--- src/rtl/mult_err_accum.sv ---
// Error-statistics accumulator for an approximate 8x8 multiplier.
// Optional max-error tracking is enabled by defining MULT_ERR_MAX_EN.
module mult_err_accum #(
   parameter int CNT_W = 16
) (
   input  logic             clk,
   input  logic             rst_n,
   input  logic             start,
   input  logic [CNT_W-1:0] num_samples,
   input  logic             in_valid,
   output logic             in_ready,
   input  logic [7:0]       a,
   input  logic [7:0]       b,
   input  logic [15:0]      Y,
   output logic             busy,
   output logic             done,
   output logic [31:0]      sum_ed,
   output logic [CNT_W-1:0] err_cnt,
   output logic [15:0]      max_ed
);

   typedef enum logic [1:0] {
      IDLE,
      RUN,
      DRAIN,
      DONE
   } state_t;

   state_t           state_q, state_d;
   logic [CNT_W-1:0] num_q, num_d;
   logic [CNT_W-1:0] cnt_q, cnt_d;
   logic             drn_q, drn_d;

   logic             s1_vld_q;
   logic [7:0]       s1_a_q, s1_b_q;
   logic [15:0]      s1_y_q;

   logic [31:0]      sum_q, sum_d;
   logic [CNT_W-1:0] err_q, err_d;

   logic             accept;
   logic             clear;
   logic [15:0]      exact;
   logic [15:0]      ed;
   logic [32:0]      sum_ext;

   assign in_ready = (state_q == RUN) && (cnt_q < num_q);
   assign accept   = in_valid && in_ready;
   assign clear    = start && ((state_q == IDLE) || (state_q == DONE));

   assign exact   = 16'(s1_a_q) * 16'(s1_b_q);
   assign ed      = (exact >= s1_y_q) ? (exact - s1_y_q) : (s1_y_q - exact);
   assign sum_ext = {1'b0, sum_q} + {17'b0, ed};

   always_comb begin
      state_d = state_q;
      num_d   = num_q;
      cnt_d   = cnt_q;
      drn_d   = drn_q;
      unique case (state_q)
         IDLE, DONE: begin
            if (start) begin
               num_d   = num_samples;
               cnt_d   = '0;
               state_d = RUN;
            end
         end
         RUN: begin
            if (accept) cnt_d = cnt_q + CNT_W'(1);
            // Also covers num_samples == 0 on the first RUN cycle.
            if (cnt_d >= num_q) begin
               state_d = DRAIN;
               drn_d   = 1'b0;
            end
         end
         DRAIN: begin
            drn_d = 1'b1;
            if (drn_q) state_d = DONE;
         end
         default: state_d = IDLE;
      endcase
   end

   always_ff @(posedge clk or negedge rst_n) begin
      if (!rst_n) begin
         state_q <= IDLE;
         num_q   <= '0;
         cnt_q   <= '0;
         drn_q   <= 1'b0;
      end else begin
         state_q <= state_d;
         num_q   <= num_d;
         cnt_q   <= cnt_d;
         drn_q   <= drn_d;
      end
   end

   always_ff @(posedge clk or negedge rst_n) begin
      if (!rst_n) begin
         s1_vld_q <= 1'b0;
         s1_a_q   <= '0;
         s1_b_q   <= '0;
         s1_y_q   <= '0;
      end else begin
         s1_vld_q <= accept;
         if (accept) begin
            s1_a_q <= a;
            s1_b_q <= b;
            s1_y_q <= Y;
         end
      end
   end

   always_comb begin
      sum_d = sum_q;
      err_d = err_q;
      if (clear) begin
         sum_d = '0;
         err_d = '0;
      end else if (s1_vld_q) begin
         sum_d = sum_ext[32] ? 32'hFFFF_FFFF : sum_ext[31:0];
         if ((ed != 16'd0) && (err_q != {CNT_W{1'b1}}))
            err_d = err_q + CNT_W'(1);
      end
   end

   always_ff @(posedge clk or negedge rst_n) begin
      if (!rst_n) begin
         sum_q <= '0;
         err_q <= '0;
      end else begin
         sum_q <= sum_d;
         err_q <= err_d;
      end
   end

`ifdef MULT_ERR_MAX_EN
   logic [15:0] max_q, max_d;

   always_comb begin
      max_d = max_q;
      if (clear)
         max_d = '0;
      else if (s1_vld_q && (ed > max_q))
         max_d = ed;
   end

   always_ff @(posedge clk or negedge rst_n) begin
      if (!rst_n) max_q <= '0;
      else        max_q <= max_d;
   end

   assign max_ed = max_q;
`else
   assign max_ed = 16'd0;
`endif

   assign busy    = (state_q == RUN) || (state_q == DRAIN);
   assign done    = (state_q == DONE);
   assign sum_ed  = sum_q;
   assign err_cnt = err_q;

endmodule

--- config.mk ---
export PLATFORM = sky130hd
export DESIGN_NAME = mult_err_accum
export DESIGN_NICKNAME = d
export VERILOG_FILES = /design/src/rtl/mult_err_accum.sv
export SDC_FILE = /design/constraint.sdc
export NUM_CORES = 1
export LEC_CHECK = 0
export CAP_MARGIN = 20
export CORE_ASPECT_RATIO = 1.1
export CORE_MARGIN = 2
export CORE_UTILIZATION = 23
export CTS_BUF_LIST = sky130_fd_sc_hd__clkbuf_16
export CTS_CLUSTER_SIZE = 14
export DETAILED_ROUTE_END_ITERATION = 7
export GPL_ROUTABILITY_DRIVEN = 0
export HOLD_SLACK_MARGIN = 0.1
export PLACE_DENSITY = 0.49
export SLEW_MARGIN = 20
export SYNTH_ARGS = -nofsm -noshare
export SYNTH_HDL_FRONTEND = slang
export SYNTH_SLANG_ARGS = --single-unit
export TNS_END_PERCENT = 5
--- constraint.sdc ---
create_clock -name clk -period 9.2 [get_ports clk]
set_input_delay 1.38 -clock clk [delete_from_list [all_inputs] [get_ports clk]]
set_output_delay 1.38 -clock clk [all_outputs]
set_load 0.005 [all_outputs]
# Yosys cells after proc, flatten, opt, wreduce, memory -nomap -nowiden
# Index checks and enable logic that the tools add are counted.
dict set report word_totals {
  regBits 116
  input_bits 52
  out_inout_bits 67
  elab_cells 61
}
dict set report op_classes {
  n_addsub 5
  mul 1
  n_lt_le_gt_ge 3
  eq_ne 7
  n_mux 17
  n_reduce_logical 18
}
# operator n
set ops {}
lappend ops {{$mux W16} 7}
lappend ops {{$mux W32} 3}
lappend ops {{$add A32 B16 Y33} 1}
lappend ops {{$add A16 B1 Y16 const B} 2}
lappend ops {{$ge A16 B16 Y1} 2}
lappend ops {{$pmux W16 S2} 1}
lappend ops {{$sub A16 B16 Y16} 2}
lappend ops {{$lt A16 B16 Y1} 1}
lappend ops {{$mul A8 B8 Y16} 1}
lappend ops {{$ne A16 B16 Y1 const B} 1}
lappend ops {{$reduce_bool A16 Y1} 1}
lappend ops {{$reduce_and A2 Y1} 4}
lappend ops {{$reduce_bool A2 Y1} 4}
lappend ops {{$mux W2} 3}
lappend ops {{$pmux W2 S3} 1}
lappend ops {{$eq A2 B2 Y1 const B} 2}
lappend ops {{$logic_and A1 B1 Y1} 4}
lappend ops {{$ne A2 B2 Y1 const B} 2}
lappend ops {{$reduce_and A3 Y1} 1}
lappend ops {{$eq A2 B1 Y1 const B} 1}
lappend ops {{$logic_not A2 Y1} 1}
lappend ops {{$logic_or A1 B1 Y1} 2}
lappend ops {{$ne A2 B1 Y1 const B} 1}
lappend ops {{$pmux W1 S2} 1}
lappend ops {{other kinds (2)} 2}

# Logic depth before layout (Yosys ltp)
# Gate-level depths: netlist of run 1.
dict set report depth {
  word_depth 8
  ltp_mapped 39
  ltp_nobuf 38
}

# Worst setup path before layout of run 1
# Ideal clock, no wire load.
dict set report synth_path {
  path_type {reg-to-reg}
  startpoint {register s1_a_q[1]}
  endpoint {register sum_q[27] (netlist: sum_ed[27])}
  arrival_ps 8073
  t_required_ps 9114
  setup_slack_ps 1041
  path_stages_with_launch 38
  period_less_slack_ps 8159
  cell_sequence {dfrtp_1 and2_1 fa_1 fa_1 inv_1 fa_1 fa_1 inv_1 ha_1 inv_1 o21bai_1 a21oi_1 o21bai_1 a21oi_1 o21ai_0 o41ai_1 xnor2_1 ha_1 (+2 left out) a31o_2 a221oi_4 and3_1 buf_4 nor2_1 a21oi_1 xor2_1 ha_1 a21o_1 a21o_1 a21o_1 a21oi_1 a2bb2oi_1 a31oi_1 or2_2 and3_1 and3_1 nor3_1}
}
dict set report synth_between {
  elab_chain_len 7
}
# element line
set synth_rtl {}
lappend synth_rtl {{start, declared} 35} ;# logic [7:0] s1_a_q, s1_b_q;
lappend synth_rtl {{start signal, assigned} 101} ;# s1_a_q <= '0;
lappend synth_rtl {{start signal, assigned} 107} ;# s1_a_q <= a;
lappend synth_rtl {{$mul A8 B8 Y16 (*)} 51} ;# assign exact = 16'(s1_a_q) * 16'(s1_b_q);
lappend synth_rtl {{$sub A16 B16 Y16 or $ge A16 B16 Y1 (tied branches)} 52} ;# assign ed = (exact >= s1_y_q) ? (exact - s1_y_q) : (s1_y_q - exact);
lappend synth_rtl {{$mux W16 (*)} 52}
lappend synth_rtl {{$add A32 B16 Y33 (*)} 53} ;# assign sum_ext = {1'b0, sum_q} + {17'b0, ed};
lappend synth_rtl {{$mux W32 (*)} 121} ;# sum_d = sum_ext[32] ? 32'hFFFF_FFFF : sum_ext[31:0];
lappend synth_rtl {{$mux W32 (*)} 120} ;# end else if (s1_vld_q) begin
lappend synth_rtl {{$mux W32 (*)} 117} ;# if (clear) begin
lappend synth_rtl {{end signal, assigned} 132} ;# sum_q <= sum_d;
lappend synth_rtl {{end, declared} 38} ;# logic [31:0] sum_q, sum_d;
# Mark *: on every way between the ends. The rest lies on a longest branch, timed or not. The select of a mux whose other input is x is not followed.
# A chain may end at the register's enable or synchronous reset.

# Worst setup path after layout of run 1
dict set report layout_path {
  startpoint {register s1_b_q[4]}
  endpoint {register sum_q[17] (netlist: sum_ed[17])}
}
dict set report layout_between {
  elab_chain_len 7
}
# element line
set layout_rtl {}
lappend layout_rtl {{start, declared} 35}
lappend layout_rtl {{start signal, assigned} 102} ;# s1_b_q <= '0;
lappend layout_rtl {{start signal, assigned} 108} ;# s1_b_q <= b;
lappend layout_rtl {{$mul A8 B8 Y16 (*)} 51}
lappend layout_rtl {{$sub A16 B16 Y16 or $ge A16 B16 Y1 (tied branches)} 52}
lappend layout_rtl {{$mux W16 (*)} 52}
lappend layout_rtl {{$add A32 B16 Y33 (*)} 53}
lappend layout_rtl {{$mux W32 (*)} 121}
lappend layout_rtl {{$mux W32 (*)} 120}
lappend layout_rtl {{$mux W32 (*)} 117}
# Marks and branches as above.

==> results of run 1 <==
==> flip-flops by register name, indices dropped and copies added, names as in the netlist <==
register / cells
sum_ed: 32
cnt_q: 16
err_cnt: 16
num_q: 16
s1_y_q: 16
s1_a_q: 8
s1_b_q: 8
state_q: 2
drn_q: 1
s1_vld_q: 1
==> metrics by stage <==
| stage | worst slack, ps | hold slack, ps | instances | setup TNS, ps |
|---|---|---|---|---|
| 5_1_grt | -55.3 | 571 | 1933 | -99.9 |
| 3_3_place_gp | 297 | 507 | 1891 | 0 |
| 2_1_floorplan | 1040 | 475 | 1252 | 0 |
| 3_5_place_dp | 102 | 534 | 1891 | 0 |
| 4_1_cts | 65.6 | 551 | 1923 | 0 |
| 6_report | 445 | 537 | 1933 | 0 |
==> placed cells by master, fill, tap and decap left out, types with 10 or more instances in the layout <==
master	Yosys	routed
sky130_fd_sc_hd__a21o_1	30	30
sky130_fd_sc_hd__a21oi_1	72	70
sky130_fd_sc_hd__a31oi_1	26	26
sky130_fd_sc_hd__and2_1	61	61
sky130_fd_sc_hd__and3_1	19	18
sky130_fd_sc_hd__buf_4	17	19
sky130_fd_sc_hd__clkbuf_16	0	17
sky130_fd_sc_hd__clkdlybuf4s50_1	0	101
sky130_fd_sc_hd__conb_1	1	16
sky130_fd_sc_hd__dfrtp_1	116	114
sky130_fd_sc_hd__fa_1	39	39
sky130_fd_sc_hd__ha_1	120	119
sky130_fd_sc_hd__inv_1	126	126
sky130_fd_sc_hd__mux2_2	17	17
sky130_fd_sc_hd__mux2i_1	13	12
sky130_fd_sc_hd__nand2_1	95	95
sky130_fd_sc_hd__nand2b_1	11	11
sky130_fd_sc_hd__nand3_1	29	29
sky130_fd_sc_hd__nand4_1	20	20
sky130_fd_sc_hd__nor2_1	44	43
sky130_fd_sc_hd__nor3_1	19	19
sky130_fd_sc_hd__o211ai_1	10	10
sky130_fd_sc_hd__o21ai_0	103	102
sky130_fd_sc_hd__o31ai_1	13	13
sky130_fd_sc_hd__or3_1	22	22
sky130_fd_sc_hd__xnor2_1	29	29
sky130_fd_sc_hd__xor2_1	21	20
==> layer usage <==
layer	vias to the layer above	part of all wire [%]
met3	24	3.6
met1	4418	49
li1	4488	-
met5	-	0
met2	173	46
met4	0	1.2
==> timing repair <==
item                       in CTS  in global routing
buffers inserted                0                 10
setup endpoints to repair       0                 32
resized for setup               0                 13
hold endpoints to repair        0                  0
==> area by class of cell <==
type                    count  area share [%]
multi-input cells         944            54.6
flip-flops and latches    116            22.1
repair buffers            120            8.79
well taps                 595            5.67
inverters                 126            3.60
clock buffers              17            3.24
clock inverters            15            1.97
==> worst min-delay path, cell delays in order (launching register included) <==
cell and delay (ps):
sky130_fd_sc_hd__dfrtp_1 380, sky130_fd_sc_hd__nand2_1 60, sky130_fd_sc_hd__nand2_1 60
==> final timing paths <==
path	startpoint	to	slack [ps]	cells after the start
setup / recovery	s1_b_q[4]	sum_ed[17]	450	35
hold / removal	num_q[0]	num_q[0]	540	2
setup reg to reg	s1_b_q[4]	sum_ed[17]	450	35
hold reg to reg	num_q[0]	num_q[0]	540	2
max in group asynchronous	rst_n	s1_b_q[7]	6780	2
min in group asynchronous	rst_n	num_q[10]	980	1
==> logic make-up (layout without fill, tap and decap cells) <==
group,Yosys count,count (layout),share of synthesized area [%]
XOR/XNOR,50,50,4.06
flip-flops,116,116,26.9
AND/OR/NAND/NOR,357,357,17.4
other,1,16,0.0348
adder cells (fa/ha/maj),159,159,21.2
buffers and inverters,192,278,7.66
multiplexers,30,30,2.98
AO/OA/AOI/OAI,332,332,19.7
==> out/results.txt, run 1 <==
After global routing the overflow that remains totals 0. After detailed placement, the total cell area comes to 12300 µm². STA classifies the critical path endpoint as a register.

The critical path contains buffers and inverters numbering 3 combined. Setup violations remaining at the end of the flow were counted as 0. The first global-routing pass estimated 47800 µm of wire. The logs give 440 ps for the latest clock arrival within the worst-skew pair and 9520 ps for the data required time at the worst endpoint.

For the met1 track utilization from global routing, the log shows 16.7%. The height of the chip is 231 µm. Of the cells placed in the final design, the portion with a size suffix greater than 1 is 7.85%. Counting stages on the worst path, the most repeated cell is sky130_fd_sc_hd__fa_1.

Entering global routing, the biggest net connects 65 pins. The H-tree generated during clock tree synthesis spans 4 levels. Sorting the synthesized cells by how often they occur yields sky130_fd_sc_hd__inv_1 (126), sky130_fd_sc_hd__ha_1 (120), sky130_fd_sc_hd__dfrtp_1 (116). For this design, the CTS-stage hold fixing added 0 buffers. For the top-level I/O count, the log shows 119. In the synthesized netlist the dominant register cell turns out to be sky130_fd_sc_hd__dfrtp_1. Counting flops with a built-in enable in the synthesized netlist gives 0. In the synthesized netlist, the number of instances is 1237. From synthesis to final layout, the design area changed by 21.8%.

The average instance in the mapped netlist occupies 8.72 µm². In the global route stage, met3 resource usage came out at 2.30%. Before antenna repair, the detailed router went through 5 iterations.

STA puts the critical path data arrival time at 9070 ps. By instance count, the leading cell after synthesis is sky130_fd_sc_hd__inv_1. The area taken by multi-input logic gates was 7170 µm². The maximum clock rate came out at 114 MHz. The vias per cell was 4.71. The flow ran to the end, and the final reports show no timing, DRC or antenna violations.

The slowest stage of the critical path is the sky130_fd_sc_hd__fa_1 cell. The category of the worst setup path launch point is a register. The number of different library cells used by synthesis comes to 77. After synthesis the netlist holds a flip-flop and latch count of 116. The clock arrives with 12.8 ps of skew. Setup repair after global routing could not meet its margin everywhere. The layout has 4975 filler cells. The logs give 0 for the total count of max-transition violations in the final report and 28.2% for the final design utilization.

The global routing stage identified its most utilized layer as met2. The post-detailed-route wirelength per cell works out to 15.2 µm. Sequential elements use 26.9% of the synthesized area. From left edge to right edge, the die measures 210 µm. The fraction of post-synthesis cell area in the top cell type by area came out at 26.9%. At the pin with the least slew margin, the transition time is 954 ps. The final period utilization was 95.2%. The region available for standard cell placement spans 46500 µm².

The logs give 17 for the clock buffer count from CTS and 1536 for the number of nets in the layout. For the count of endpoints failing hold in the final timing report, the log shows 0. The maximum buffer depth of the clock tree was 2; the stage delay of the slowest cell on the critical path was 550 ps. Global routing used 12.3% of the available tracks.

The worst setup path is of the reg2reg kind. The type of the worst min-delay path was reg2reg. Initial antenna violation count: 0. The final layout contains routed wiring with a total length of 29500 µm. The via count of the first global-routing pass was 8923. TritonCTS built the clock tree. The floorplan step defined a die boundary enclosing 48600 µm².

The HPWL after detailed placement is 22500 µm. The total of buffers placed on input and output ports was 102. sky130_fd_sc_hd__dfrtp_1 takes more of the synthesized area than any other cell.

The detailed router finished its first iteration with 531 violations. 0 antenna diodes ended up in the layout. The DRC violation count after routing is 0. Among cell families on the critical path, the largest total delay comes from adder cells. The met2 global-route usage was 20.0%. The tree built by TritonCTS fans out to 116 sinks. The worst pin sits at a relative slew slack of 36.3%.

In this run the worst path has a maximum fanout of 11. The sequential cell area is 2910 µm². Ranked by total cell area, the synthesized netlist is headed by sky130_fd_sc_hd__dfrtp_1 (27%), sky130_fd_sc_hd__ha_1 (14%), sky130_fd_sc_hd__fa_1 (7.2%). Summing every instance area after synthesis gives 10800 µm².

The tool flagged a number of max-cap violations equal to 0. Once layout is done, the placed cells without fillers occupy 13100 µm². For the starting density of the core, the log shows 23.2%. The worst path in the final design needs a cycle of 8750 ps, including I/O delays and setup.

The cell at the root of the clock tree is sky130_fd_sc_hd__clkbuf_16. After synthesis, the share of flip-flops with an asynchronous set or reset is 100%. Total of warnings raised by yosys: 0.

The tools report the row count as 83. The count of nets left with antenna violations once routing finished came out at 0. The clock-pin slew on the worst setup and hold paths was 60 ps; the via count was 9103.
Power of run 1 is left out: the tool's default activity adds up to more than one toggle a clock period on the data nets, which glitch-free logic cannot reach.
==> run 2, diff against run 1 <==
--- a/config.mk
+++ b/config.mk
@@ -10,6 +10,7 @@
 export CORE_MARGIN = 2
 export CORE_UTILIZATION = 23
 export CTS_BUF_LIST = sky130_fd_sc_hd__clkbuf_16
+export CTS_CLUSTER_DIAMETER = 60
 export CTS_CLUSTER_SIZE = 14
 export DETAILED_ROUTE_END_ITERATION = 7
 export GPL_ROUTABILITY_DRIVEN = 0
==> results of run 2 <==
No change in the layout: final DEF, timing and power equal those of run 1.
Power of run 2 is left out for the same reason.
==> run 3, diff against run 2 <==
--- a/config.mk
+++ b/config.mk
@@ -7,7 +7,7 @@
 export LEC_CHECK = 0
 export CAP_MARGIN = 20
 export CORE_ASPECT_RATIO = 1.1
-export CORE_MARGIN = 2
+export CORE_MARGIN = 10
 export CORE_UTILIZATION = 23
 export CTS_BUF_LIST = sky130_fd_sc_hd__clkbuf_16
 export CTS_CLUSTER_DIAMETER = 60
==> run 3 against run 2 <==
Fmax is 0.71% higher. Global-route usage is 1.3 points lower. Utilization is 0.23 points lower. Setup slack better by 62 ps. First-iteration DRC count is 18% lower. Final cell count is 0.10% lower. Register-to-register slack better by 60 ps. Critical path type unchanged.
==> out/results.txt, run 3 (synthesized netlist as in run 1, its figures left out) <==
The highest fanout seen on the critical path is 12 (+1). The logs give 23200 µm (+3.3%) for the detailed placer's ending HPWL and 9049 (-0.59%) for the via count. The antenna diode count came out at 0 (unchanged).

The logs give 67 (+3.1%) for the pin count of the biggest net entering global routing and 4991 (+0.32%) for the filler cell count. DRC violation count after routing: 0 (unchanged). In the layout the commonest cells are sky130_fd_sc_hd__inv_1 (126), sky130_fd_sc_hd__ha_1 (117), sky130_fd_sc_hd__dfrtp_1 (116). The critical path class is reg2reg. The measured slew at the worst slew-check pin is 992 ps (+38.7 ps), and the vias per cell is 4.69 (-0.49%). The clock-pin slew on the worst setup and hold paths works out to 60 ps (about the same). The total routed wirelength is 30400 µm (+3.0%).

TritonCTS built the clock tree. Growth of design area from synthesis to finish: 20.8%. The number of maximum-capacitance constraint violations came out at 0 (unchanged).

The stage delay of the slowest cell on the critical path is 550 ps (about the same), and the clock buffer count from CTS is 17 (unchanged). The height of the chip was 247 µm (+6.9%); the total clock sinks was 116 (unchanged). The row count is 83 (unchanged).

The maximum clock rate is 115 MHz (+0.71%). The total of buffers placed on input and output ports is 102 (unchanged), and the starting density of the core is 23.2% (unchanged). The flow ran to the end, and the final reports show no timing, DRC or antenna violations.

The depth of the worst register-to-register path is 34 (-2.9%), and the global routing usage summed across all routing layers is 11.0% (-1.3 points). The post-route minimum period is 8690 ps (-61.6 ps), and the full die area is 56000 µm² (+15%). The setup violation total in the final timing report came out at 0 (unchanged). The tools report the category of the worst setup path launch point as a register. The number of nets with antenna violations after detailed routing is 0 (unchanged). For the top-level I/O count, the log shows 119 (unchanged). For the via count of the first global-routing pass, the log shows 9256 (+3.7%). For the data required time at the worst endpoint, the log shows 9490 ps (-30 ps). The tools report the data arrival time at the worst-slack endpoint as 8980 ps (-90 ps). The most common cell after layout, fill and taps aside was sky130_fd_sc_hd__inv_1. The post-detailed-route wirelength per cell was 15.7 µm (+3.1%).

The fraction of final layout cells sized beyond drive strength 1 works out to 7.93% (+0.087 points). The run gives 10.8 ps (-1.98 ps) as the clock skew. The area of the core is 46500 µm² (unchanged). The sort of element at the end of the critical path was a register. The width of the chip came out at 226 µm (+7.6%). The worst hold path depth is 2 (unchanged). The latest clock arrival within the worst-skew pair is 440 ps (about the same), and the flip-flop count of the largest register after layout is 32 (unchanged). The final period utilization was 94.5% (-0.67 points). The cell at the root of the clock tree was sky130_fd_sc_hd__clkbuf_16. Number of DRC markers in iteration 0: 437 (-18%).

The number of cells in the design after placement is 1892 (+0.053%). The tools report the global-route wire length before repair as 49800 µm (+4.2%). The count of endpoints failing hold in the final timing report came out at 0 (unchanged). Cell at the slowest stage of the critical path: sky130_fd_sc_hd__fa_1.

The logs give 0 (unchanged) for the total count of max-transition violations in the final report and 0 (unchanged) for the initial antenna violation count. The tools report the total congestion overflow after global routing as 0 (unchanged). The number of H-tree levels is 4 (unchanged). For the final standard cell count with taps included and fillers excluded, the log shows 1931 (-0.10%). Sequential cell area: 2900 µm² (about the same). The headroom to the max-slew limit is 33.7% (-2.6 points), and the number of nets in the layout is 1534 (-0.13%).

Area taken by multi-input logic gates: 7180 µm² (+0.17%). The number of iterations in the first detailed-routing pass was 5 (unchanged). The worst hold path belongs to the class reg2reg. The most numerous cell on the critical path was sky130_fd_sc_hd__fa_1.

Maximum buffer depth of the clock tree: 2 (unchanged).
run 3: routing by layer:
| metal | share of wire, % | wire (µm) | global-route usage, % | vias to the layer above |
|---|---|---|---|---|
| met5 | 0 | 0 | 0 | - |
| li1 | - | - | - | 4479 |
| met4 | 0.88 | 267 | 2.43 | 0 |
| met3 | 4.5 | 1370 | 2.32 | 18 |
| met2 | 46 | 14100 | 17.9 | 159 |
| met1 | 48 | 14700 | 14.7 | 4393 |
run 3: path summary, 6_finish.rpt:
| check | startpoint | slack [ps] | end |
|---|---|---|---|
| worst max-delay path | s1_a_q[1] | 510 | sum_ed[21] |
| max in group asynchronous | rst_n | 6840 | sum_ed[12] |
| worst min register to register | num_q[0] | 530 | num_q[0] |
| worst min-delay path | num_q[0] | 530 | num_q[0] |
| worst max register to register | s1_a_q[1] | 510 | sum_ed[21] |
| min in group asynchronous | rst_n | 1090 | num_q[7] |
run 3: layout make-up:
class                           instances  share of cell area (%)
Multi-Input combinational cell        944                    55.1
Tap cell                              595                    5.72
Clock buffer                           17                    3.27
Clock inverter                         15                    1.21
Inverter                              126                    3.63
Timing Repair Buffer                  118                    8.74
Sequential cell                       116                    22.3
run 3: stage by stage:
step | area (µm²) | utilization [%] | setup TNS, ps | hold slack [ps] | setup WS [ps]
2_1_floorplan | 10800 | - | 0 | 475 | 1040
3_3_place_gp | 12300 | 26.5 | 0 | 506 | 468
3_5_place_dp | 12300 | 26.5 | 0 | 519 | 271
4_1_cts | 12900 | 27.8 | 0 | 534 | 211
5_1_grt | 13000 | 28.0 | -43.2 | 565 | -27.3
6_report | 13000 | 28.0 | 0 | 529 | 507
run 3: timing repair:
| action | CTS | global route |
|---|---|---|
| hold buffers | 0 | 0 |
| resized for setup | 0 | 14 |
| buffers inserted | 0 | 7 |
| endpoints found under the setup margin | 0 | 30 |
run 3: critical path: cells and delay by family, from the launching register on:
kind / cells / cell delay, ps
xor+xnor: 2 / 430
buf+inv: 4 / 350
simple gates: 6 / 820
fa+ha+maj: 7 / 3080
compound gates: 14 / 3120
mux: 1 / 290
flops: 1 / 450
Power of run 3 is left out for the same reason.
